### config.mk
export PLATFORM = sky130hd
export DESIGN_NAME = pipeline_hazard_ctrl_flat
export DESIGN_NICKNAME = d
export VERILOG_FILES = /design/src/rtl/pipeline_hazard_ctrl_if.sv /design/src/rtl/pipeline_hazard_ctrl.sv /design/src/flat_wrapper.sv
export SDC_FILE = /design/constraint.sdc
export NUM_CORES = 1
export LEC_CHECK = 0
export ABC_AREA = 1
export BUFFER_PORTS_ARGS = -buffer_cell sky130_fd_sc_hd__buf_4
export CELL_PAD_IN_SITES_DETAIL_PLACEMENT = 1
export CELL_PAD_IN_SITES_GLOBAL_PLACEMENT = 1
export CORE_ASPECT_RATIO = 1.1
export CORE_UTILIZATION = 36
export DETAILED_ROUTE_END_ITERATION = 10
export PLACE_DENSITY_LB_ADDON = 0.1
export SYNTH_ARGS = -nofsm -noshare
export SYNTH_HDL_FRONTEND = slang
export SYNTH_SLANG_ARGS = --single-unit
### constraint.sdc
create_clock -name clk -period 1.66 [get_ports clk]
set_clock_uncertainty 0.2 [all_clocks]
set_input_delay 0.249 -clock clk [delete_from_list [all_inputs] [get_ports clk]]
set_output_delay 0.249 -clock clk [all_outputs]
set_load 0.005 [all_outputs]
### src/rtl/pipeline_hazard_ctrl_if.sv
// Decoder-side bundle for the pipeline hazard controller.
// The decoder/driver takes the master modport; the controller takes the slave modport.
interface pipeline_hazard_ctrl_if;
  logic        id_valid_i;
  logic [4:0]  id_src1_i;
  logic [4:0]  id_src2_i;
  logic [4:0]  id_src3_i;
  logic        id_psw_rd_i;
  logic [4:0]  id_dst_i;
  logic [4:0]  id_dst2_i;
  logic        id_psw_wr_i;
  logic        ex_branch_i;
  logic        mem_busy_i;
  logic        issue_o;
  logic        stall_o;
  logic        flush_o;
  logic        pipe_en_o;
  logic [15:0] stall_cnt_o;

  modport master (
    output id_valid_i, id_src1_i, id_src2_i, id_src3_i, id_psw_rd_i,
           id_dst_i, id_dst2_i, id_psw_wr_i, ex_branch_i, mem_busy_i,
    input  issue_o, stall_o, flush_o, pipe_en_o, stall_cnt_o
  );

  modport slave (
    input  id_valid_i, id_src1_i, id_src2_i, id_src3_i, id_psw_rd_i,
           id_dst_i, id_dst2_i, id_psw_wr_i, ex_branch_i, mem_busy_i,
    output issue_o, stall_o, flush_o, pipe_en_o, stall_cnt_o
  );
endinterface

### src/rtl/pipeline_hazard_ctrl.sv
// ID-stage issue control for the IF->ID->EX->MEM->WB pipeline: RAW/PSW hazard
// stall, memory-wait freeze, and branch flush with a refill window.
module pipeline_hazard_ctrl #(
  parameter int unsigned PIPE_DEPTH    = 3,
  parameter int unsigned WB_BYPASS     = 1,
  parameter int unsigned REFILL_CYCLES = 2
) (
  input  logic                  clk,
  input  logic                  rst_n,
  pipeline_hazard_ctrl_if.slave bus
);

  localparam int unsigned REG_W     = 5;
  localparam int unsigned CNT_W     = 4;
  localparam int unsigned STALL_W   = 16;
  // With write-back bypass the WB stage result is already visible to ID.
  localparam int unsigned CHK_DEPTH = (WB_BYPASS != 0) ? PIPE_DEPTH - 1 : PIPE_DEPTH;

  typedef struct packed {
    logic             valid;
    logic [REG_W-1:0] dst;
    logic [REG_W-1:0] dst2;
    logic             psw_wr;
  } tag_t;

  typedef enum logic {
    ST_RUN    = 1'b0,
    ST_REFILL = 1'b1
  } state_e;

  tag_t               tag_q [PIPE_DEPTH];
  tag_t               new_tag;
  state_e             state_q, state_d;
  logic [CNT_W-1:0]   cnt_q, cnt_d;
  logic [STALL_W-1:0] stall_cnt_q, stall_cnt_d;
  logic               freeze_c;
  logic               hazard_c;
  logic               run_c;
  logic               flush_c;
  logic               issue_c;
  logic               stall_c;

  function automatic logic src_hit(input logic [REG_W-1:0] src, input tag_t t);
    return (src != '0) && t.valid && ((src == t.dst) || (src == t.dst2));
  endfunction

  assign freeze_c = bus.mem_busy_i;

  assign new_tag.valid  = 1'b1;
  assign new_tag.dst    = bus.id_dst_i;
  assign new_tag.dst2   = bus.id_dst2_i;
  assign new_tag.psw_wr = bus.id_psw_wr_i;

  // Read-after-write check against the in-flight producers that ID cannot yet see.
  always_comb begin
    hazard_c = 1'b0;
    for (int unsigned k = 0; k < CHK_DEPTH; k++) begin
      hazard_c = hazard_c
               | src_hit(bus.id_src1_i, tag_q[k])
               | src_hit(bus.id_src2_i, tag_q[k])
               | src_hit(bus.id_src3_i, tag_q[k])
               | (bus.id_psw_rd_i & tag_q[k].valid & tag_q[k].psw_wr);
    end
  end

  // Issue FSM: RUN issues, REFILL blocks issue while the front end refetches.
  always_comb begin
    state_d = state_q;
    cnt_d   = cnt_q;
    run_c   = 1'b0;
    flush_c = 1'b0;
    case (state_q)
      ST_RUN: begin
        run_c = 1'b1;
        if (bus.ex_branch_i && !freeze_c) begin
          flush_c = 1'b1;
          cnt_d   = CNT_W'(REFILL_CYCLES);
          state_d = ST_REFILL;
        end
      end
      ST_REFILL: begin
        if (!freeze_c) begin
          cnt_d = cnt_q - CNT_W'(1);
          if (cnt_q == CNT_W'(1)) begin
            state_d = ST_RUN;
          end
        end
      end
    endcase
  end

  // Outputs are forced to their reset values while rst_n is held low.
  assign issue_c = rst_n & bus.id_valid_i & run_c & ~hazard_c & ~freeze_c & ~bus.ex_branch_i;
  assign stall_c = rst_n & bus.id_valid_i & ~issue_c;

  always_comb begin
    stall_cnt_d = stall_cnt_q;
    if (stall_c && (stall_cnt_q != '1)) begin
      stall_cnt_d = stall_cnt_q + STALL_W'(1);
    end
  end

  always_ff @(posedge clk or negedge rst_n) begin
    if (!rst_n) begin
      state_q     <= ST_RUN;
      cnt_q       <= '0;
      stall_cnt_q <= '0;
    end else begin
      state_q     <= state_d;
      cnt_q       <= cnt_d;
      stall_cnt_q <= stall_cnt_d;
    end
  end

  // Tag shift register: a bubble enters EX whenever nothing issues.
  always_ff @(posedge clk or negedge rst_n) begin
    if (!rst_n) begin
      for (int unsigned k = 0; k < PIPE_DEPTH; k++) begin
        tag_q[k] <= tag_t'('0);
      end
    end else if (!freeze_c) begin
      tag_q[0] <= issue_c ? new_tag : tag_t'('0);
      for (int unsigned k = 1; k < PIPE_DEPTH; k++) begin
        tag_q[k] <= tag_q[k-1];
      end
    end
  end

  assign bus.issue_o     = issue_c;
  assign bus.stall_o     = stall_c;
  assign bus.flush_o     = rst_n & flush_c;
  assign bus.pipe_en_o   = ~freeze_c | ~rst_n;
  assign bus.stall_cnt_o = stall_cnt_q;

endmodule

### src/flat_wrapper.sv
// flat-port wrapper written by rule: the top's interface ports become plain ports
module pipeline_hazard_ctrl_flat 
#(
  parameter int unsigned PIPE_DEPTH    = 3,
  parameter int unsigned WB_BYPASS     = 1,
  parameter int unsigned REFILL_CYCLES = 2
)
  (clk, rst_n, bus_id_valid_i, bus_id_src1_i, bus_id_src2_i, bus_id_src3_i, bus_id_psw_rd_i, bus_id_dst_i, bus_id_dst2_i, bus_id_psw_wr_i, bus_ex_branch_i, bus_mem_busy_i, bus_issue_o, bus_stall_o, bus_flush_o, bus_pipe_en_o, bus_stall_cnt_o);
  pipeline_hazard_ctrl_if bus_i ();
  input  logic clk;
  input  logic rst_n;
  input wire logic [$bits(bus_i.id_valid_i)-1:0] bus_id_valid_i;
  input wire logic [$bits(bus_i.id_src1_i)-1:0] bus_id_src1_i;
  input wire logic [$bits(bus_i.id_src2_i)-1:0] bus_id_src2_i;
  input wire logic [$bits(bus_i.id_src3_i)-1:0] bus_id_src3_i;
  input wire logic [$bits(bus_i.id_psw_rd_i)-1:0] bus_id_psw_rd_i;
  input wire logic [$bits(bus_i.id_dst_i)-1:0] bus_id_dst_i;
  input wire logic [$bits(bus_i.id_dst2_i)-1:0] bus_id_dst2_i;
  input wire logic [$bits(bus_i.id_psw_wr_i)-1:0] bus_id_psw_wr_i;
  input wire logic [$bits(bus_i.ex_branch_i)-1:0] bus_ex_branch_i;
  input wire logic [$bits(bus_i.mem_busy_i)-1:0] bus_mem_busy_i;
  output wire logic [$bits(bus_i.issue_o)-1:0] bus_issue_o;
  output wire logic [$bits(bus_i.stall_o)-1:0] bus_stall_o;
  output wire logic [$bits(bus_i.flush_o)-1:0] bus_flush_o;
  output wire logic [$bits(bus_i.pipe_en_o)-1:0] bus_pipe_en_o;
  output wire logic [$bits(bus_i.stall_cnt_o)-1:0] bus_stall_cnt_o;
  assign bus_i.id_valid_i = bus_id_valid_i;
  assign bus_i.id_src1_i = bus_id_src1_i;
  assign bus_i.id_src2_i = bus_id_src2_i;
  assign bus_i.id_src3_i = bus_id_src3_i;
  assign bus_i.id_psw_rd_i = bus_id_psw_rd_i;
  assign bus_i.id_dst_i = bus_id_dst_i;
  assign bus_i.id_dst2_i = bus_id_dst2_i;
  assign bus_i.id_psw_wr_i = bus_id_psw_wr_i;
  assign bus_i.ex_branch_i = bus_ex_branch_i;
  assign bus_i.mem_busy_i = bus_mem_busy_i;
  assign bus_issue_o = bus_i.issue_o;
  assign bus_stall_o = bus_i.stall_o;
  assign bus_flush_o = bus_i.flush_o;
  assign bus_pipe_en_o = bus_i.pipe_en_o;
  assign bus_stall_cnt_o = bus_i.stall_cnt_o;
  pipeline_hazard_ctrl #(.PIPE_DEPTH(PIPE_DEPTH), .WB_BYPASS(WB_BYPASS), .REFILL_CYCLES(REFILL_CYCLES)) u_core (.clk(clk), .rst_n(rst_n), .bus(bus_i));
endmodule
* After elaboration in Yosys (flattened, before gate mapping)
Cells that the tools add are included.
** Storage, ports and cells
- Bits in registers :: 45
- Bits in latches :: 0
- Memory bits (writable) :: 0
- ROM bits :: 0
- Input bits :: 32
- Output and inout port bits :: 20
- Word-level logic and storage cells :: 89
- Memories kept :: 0
** Cells by class
- Add/sub/neg operators :: 2
- $mul :: 0
- Divide/modulo/power cells :: 0
- Magnitude comparators :: 0
- Eq/ne operators :: 16
- Shift-type cells :: 0
- Muxes and demuxes :: 10
- Bitwise logic cells :: 25
- Reduce and logical (&&, ||, !) cells :: 25
** Operators by type and width (count)
- 5-bit == test :: 12
- 16-bit by 1-bit adder with 16-bit output (second input constant) :: 1
- 16-bit != test (second input constant) :: 1
- 5-bit nonzero test :: 3
- 1-bit logical AND :: 14
- 12-bit two-way mux :: 1
- 1-bit AND :: 11
- 4-bit two-way mux :: 2
- 1-bit bitwise OR :: 8
- 4-bit one-hot mux with 2 select lines :: 1
- 1-bit logical OR :: 6
- 1-bit NOT :: 6
- 1-bit two-way mux :: 5
- 4-bit by 1-bit == test with 1-bit output (second input constant) :: 1
- 4-bit by 1-bit subtractor with 4-bit output (second input constant) :: 1
- 2-bit by 1-bit != test with 1-bit output (second input constant) :: 1
- 2-bit != test (second input constant) :: 1
- 1-bit one-hot mux with 2 select lines :: 1
- 2-bit AND reduction :: 1
- 1-bit logical NOT :: 1

* Depth between registers and ports, before layout
- Word-level depth :: 17
- Depth in mapped cells :: 16
- Gate-level depth less buffers :: 13

* Worst setup path before layout
Ideal clock, no wire load.
- Kind :: reg-to-reg
- Start point :: register u_core.stall_cnt_q[0], in the netlist u_core.bus.stall_cnt_o[0]
- End point :: register u_core.stall_cnt_q[2], in the netlist u_core.bus.stall_cnt_o[2]
- Library setup time :: 0.065 ns
- Data arrival time :: 1.526 ns
- Required time :: 1.395 ns
- Path slack :: -0.132 ns
- Cell stages (with the launch flop) :: 12
- Path buffers :: 0
- Clock period less this slack :: 1.792 ns
- Cells stage by stage :: dfrtp_1 > ha_1 > nand2_1 > inv_1 > nand2_1 > nor3b_1 > nand3_1 > nor2_2 > inv_2 > nand3_2 > nand2_1 > nand2_1
** On the way
- Longest elaborated chain between the ends :: 2
- Elaborated cells between the ends (all ways) :: 3
- Classes of those cells :: add/sub (1); eq/ne (1); reduce/logical (1)
** RTL lines
- start, declared :: RTL line pipeline_hazard_ctrl.sv:35 : logic [STALL_W-1:0] stall_cnt_q, stall_cnt_d;
- start signal, assigned :: RTL line pipeline_hazard_ctrl.sv:111 : stall_cnt_q <= stall_cnt_d;
- branches (longest 2 deep; another with 16-bit by 1-bit adder with 16-bit output)
Several ways; the timed one is not identified.
A chain may end at the register's enable or synchronous reset.

* Worst setup path after layout
- Start point :: register u_core.tag_q[27] in the netlist's numbering
- End point :: output bus_stall_o
** On the way
- Longest elaborated chain between the ends :: 16
- Elaborated cells between the ends (all ways) :: 22
- Classes of those cells :: eq/ne (3); bitwise (13); reduce/logical (6)
** RTL lines
- start, declared :: RTL line pipeline_hazard_ctrl.sv:31 : tag_t tag_q [PIPE_DEPTH];
- start signal, assigned by index :: RTL line pipeline_hazard_ctrl.sv:119 : tag_q[k] <= tag_t'('0);
- start signal, assigned by index :: RTL line pipeline_hazard_ctrl.sv:124 : tag_q[k] <= tag_q[k-1];
- 5-bit == test :: RTL line pipeline_hazard_ctrl.sv:44 : return (src != '0) && t.valid && ((src == t.dst) || (src == t.dst2));
- 1-bit logical OR :: RTL line pipeline_hazard_ctrl.sv:44
- 1-bit logical AND :: RTL line pipeline_hazard_ctrl.sv:44
- 1-bit bitwise OR :: RTL line pipeline_hazard_ctrl.sv:60 : | src_hit(bus.id_src2_i, tag_q[k])
- 1-bit bitwise OR * :: RTL line pipeline_hazard_ctrl.sv:61 : | src_hit(bus.id_src3_i, tag_q[k])
- 1-bit bitwise OR * :: RTL line pipeline_hazard_ctrl.sv:62 : | (bus.id_psw_rd_i & tag_q[k].valid & tag_q[k].psw_wr);
- 1-bit bitwise OR * :: RTL line pipeline_hazard_ctrl.sv:59 : | src_hit(bus.id_src1_i, tag_q[k])
- 1-bit bitwise OR * :: RTL line pipeline_hazard_ctrl.sv:60
- 1-bit bitwise OR * :: RTL line pipeline_hazard_ctrl.sv:61
- 1-bit bitwise OR * :: RTL line pipeline_hazard_ctrl.sv:62
- 1-bit NOT * :: RTL line pipeline_hazard_ctrl.sv:93 : assign issue_c = rst_n & bus.id_valid_i & run_c & ~hazard_c & ~freeze_c & ~bus.ex_branch_i;
- 1-bit AND * (3 in series) :: RTL line pipeline_hazard_ctrl.sv:93
- 1-bit NOT * :: RTL line pipeline_hazard_ctrl.sv:94 : assign stall_c = rst_n & bus.id_valid_i & ~issue_c;
- 1-bit AND * :: RTL line pipeline_hazard_ctrl.sv:94
- end, declared :: RTL line flat_wrapper.sv:23 : output wire logic [$bits(bus_i.stall_o)-1:0] bus_stall_o;
Every way passes the cells marked *; elsewhere a longest branch is shown, timed or not.

==> results.sh <==
export IMPL_seq_area_frac_synth_pct=34.6
export IMPL_drt_iter0_markers=107
export IMPL_whs_ns=0.246
export IMPL_nFillCells=1212
export IMPL_critPathMaxFanout=4
export IMPL_clockRootBuffer="clkbuf_8"
export IMPL_cp_data_required_time_ns=1.21
export IMPL_grt_max_degree=33
export IMPL_fin_crit_sh_pct=133
export IMPL_die_y_um=102
export IMPL_clkSinkCount=45
export IMPL_multiInputGateArea_um2=1860
export IMPL_avgSynthCellArea_um2=6.38
export IMPL_fin_ws_ns=-0.540
export IMPL_synth_largest_area_cell="dfrtp_1"
export IMPL_slew_viol_final=0
export IMPL_io_buffers=51
export IMPL_fmax_ghz=0.455
export IMPL_worstHoldPathCells=5
export IMPL_cp_num_cells=13
export IMPL_ys_ff_latch=45
export IMPL_run_status="finished, violations left"
export IMPL_finalWirelength_um=11300
export IMPL_crit_top_cell="nand2_1"
export IMPL_failed_checks="setup timing"
export IMPL_synth_cells=510
export IMPL_vias=3666
export IMPL_grt_pass1_vias=3942
export IMPL_hpwl_um=8410
export IMPL_layout_drive_gt1_share_pct=31.7
export IMPL_numCtsBuffers=5
export IMPL_grt_usage_pct=25.3
export IMPL_die_w_um=92.6
export IMPL_leakagePower_uw=0.00241
export IMPL_crit_arrival_ns=1.75
export IMPL_endpoint_kind="output port"
export IMPL_antenna_found_initial=0
export IMPL_synth_area_top_cells="dfrtp_1, nand2_1, inv_1"
export IMPL_r2r_cells=15
export IMPL_row_count=36
export IMPL_overflow=0
export IMPL_ioPinCount=52
export IMPL_final_nets=669
export IMPL_die_area_um2=9420
export IMPL_period_minus_slack_ns=2.20
export IMPL_clock_latency_ns=0.31
export IMPL_yosys_warnings=0
export IMPL_critPathSlowestCell="dfrtp_1"
export IMPL_core_um2=8830
export IMPL_synthToLayoutAreaGrowth_pct=41.4
export IMPL_htree_levels=2
export IMPL_grt_pass1_wl_um=18600
export IMPL_worst_slew_pin_slew_ns=0.687
export IMPL_worst_path_buf_inv=3
export IMPL_synth_nets=545
export IMPL_finalSetupViolations=31
export IMPL_hold_viol_final=0
export IMPL_syn_area_um2=3250
export IMPL_antenna_left=0
export IMPL_maxCapViolCount=0
export IMPL_drc_errors=0
export IMPL_yosysTopAreaCellShare_pct=34.6
export IMPL_wl_per_cell_um=15.1
export IMPL_max_slew_margin_rel_pct=54.1
export IMPL_fin_util_pct=52.1
export IMPL_p_per_area_nw_per_um2=704
export IMPL_critPathKind="reg2out"
export IMPL_max_stage_delay_ns=0.42
export IMPL_cts_tree="built"
export IMPL_synth_cell_types=29
export IMPL_path_delay_family="simple AND/OR/NAND/NOR gates"
export IMPL_routed_via_density=4.89
export IMPL_routabilityCongestion=0.884
export IMPL_max_vdd_ir_drop_v=0.000528
export IMPL_crit_chain="inv_1 > nand2_1 > nand2_1 > nor2_1 > nand3_1 > nand2_1 > nand2_1 > nand2_1 > nor2_2 > nand2_2 > inv_4 > nor2_4 > buf_6"
export IMPL_seqCellArea_um2=1140
export IMPL_start_kind="register"
export IMPL_clockBufferDepth=2
export IMPL_num_antenna_cells=0
export IMPL_first_pass_iters=4
export IMPL_grt_setup_unrepaired="yes"
export IMPL_clkSlewWorstSetupHoldPaths_ns=0.10
export IMPL_hp_class="in2reg"
export IMPL_initial_core_util_pct=36.8
-- logic make-up (layout without fill, tap and decap cells) --
logic type / Yosys count / count (layout) / synth area share (%)
adders and majority gates: 3 / 3 / 1.15
buffers and inverters: 88 / 213 / 11.3
AOI/OAI and AO/OA: 32 / 32 / 5.16
and+or+nand+nor: 317 / 317 / 41.1
DFF: 45 / 45 / 34.6
xor gates and xnor gates: 25 / 25 / 6.73
-- cell type report --
class,count,share of cell area [%]
multi-input cells,377,40.4
clock inverters,3,0.463
well taps,114,3.10
flip-flops and latches,45,24.7
inverters,73,6.02
clock buffers,5,1.50
repair buffers,132,23.8
-- cells in the mapped netlist, drive strengths merged --
library cell	number
nand3	32
xor2	11
o211ai	1
nor3	6
clkbuf	3
a21oi	1
nand4	20
inv	72
o21ai	27
ha	3
nor3b	1
o22ai	2
buf	12
and3	1
nor2	47
clkinv	1
nand3b	1
nand2	209
dfrtp	45
xnor2	14
a211oi	1
-- registers in the layout, indices dropped and copies added (netlist names) --
name / flops
u_core.tag_q: 24
u_core.cnt_q: 4
u_core.bus.stall_cnt_o: 16
u_core.state_q: 1
-- layer usage --
metal / GRT usage [%] / share of wire (%)
met1: 28.3 / 42
met2: 49.3 / 54
met3: 2.55 / 1.7
met4: 9.47 / 2.8
met5: 0 / 0
-- final timing paths --
check / slack (ns) / to / from
max: -0.54 / bus_stall_o / u_core.tag_q[27]$_DFFE_PN0N_
min: 0.25 / u_core.state_q$_DFF_PN0_ / bus_ex_branch_i
max reg2reg: -0.46 / u_core.bus.stall_cnt_o[8]$_DFFE_PN0P_ / u_core.tag_q[27]$_DFFE_PN0N_
min reg2reg: 0.29 / u_core.tag_q[12]$_DFFE_PN0N_ / u_core.tag_q[12]$_DFFE_PN0N_
max in group asynchronous: 0.34 / u_core.tag_q[13]$_DFFE_PN0N_ / rst_n
min in group asynchronous: 0.48 / u_core.bus.stall_cnt_o[14]$_DFFE_PN0P_ / rst_n
-- worst register-to-register path: stages, from the launching register on --
cell,delay (ns)
dfrtp_1,0.42
inv_1,0.10
nand2_1,0.09
nand2_1,0.07
nor2_1,0.11
nand3_1,0.08
nand2_1,0.06
nand2_1,0.05
nand2_1,0.07
nor2_2,0.04
nand2_2,0.10
buf_4,0.17
bufbuf_16,0.28
nand3_1,0.07
nand2_1,0.07
nand2_1,0.04
-- metrics by stage --
stage / total power, µW / instances / setup TNS [ns] / setup WS (ns) / area, µm²
2_1_floorplan: 1890 / 510 / -0.839 / -0.0854 / 3290
3_3_place_gp: 2390 / 721 / -8.33 / -0.343 / 4190
3_5_place_dp: 2450 / 721 / -9.99 / -0.416 / 4190
4_1_cts: 3230 / 746 / -11.08 / -0.610 / 4510
5_1_grt: 3440 / 749 / -14.80 / -0.704 / 4600
6_report: 3240 / 749 / -9.52 / -0.540 / 4600
-- placed cells by master (no fill, tap or decap), types with 2 or more instances in the layout --
cell	instances
buf_4	113
xnor2_1	14
nand3_2	3
clkbuf_8	5
nor2_1	33
dfrtp_1	36
nand2_1	200
o21ai_0	20
dlygate4sd3_1	13
nand3_1	28
nor2_4	2
nand2_2	8
nor3_2	4
buf_6	3
dfrtp_2	9
xor2_1	11
nor3_1	2
o22ai_1	2
nor2_2	12
nand4_1	20
inv_2	29
ha_1	2
o21ai_1	7
inv_1	42
-- where the power goes --
group / internal (µW) / leakage, µW / switching, µW
Sequential: 1230 / 0.000596 / 112
Clock: 300 / 0.0000445 / 427
Combinational: 565 / 0.00177 / 601
Total: 2100 / 0.00241 / 1140
-- what timing repair did --
item / in CTS / in global routing
endpoints found under the hold margin: 24 / 0
pin swaps: 4 / 4
cloned: 2 / 0
setup buffers: 3 / 3
hold buffers: 13 / 0
gates resized for setup: 14 / 34
setup endpoints to repair: 31 / 31
Note: power is estimated with default switching activity, not from simulation.
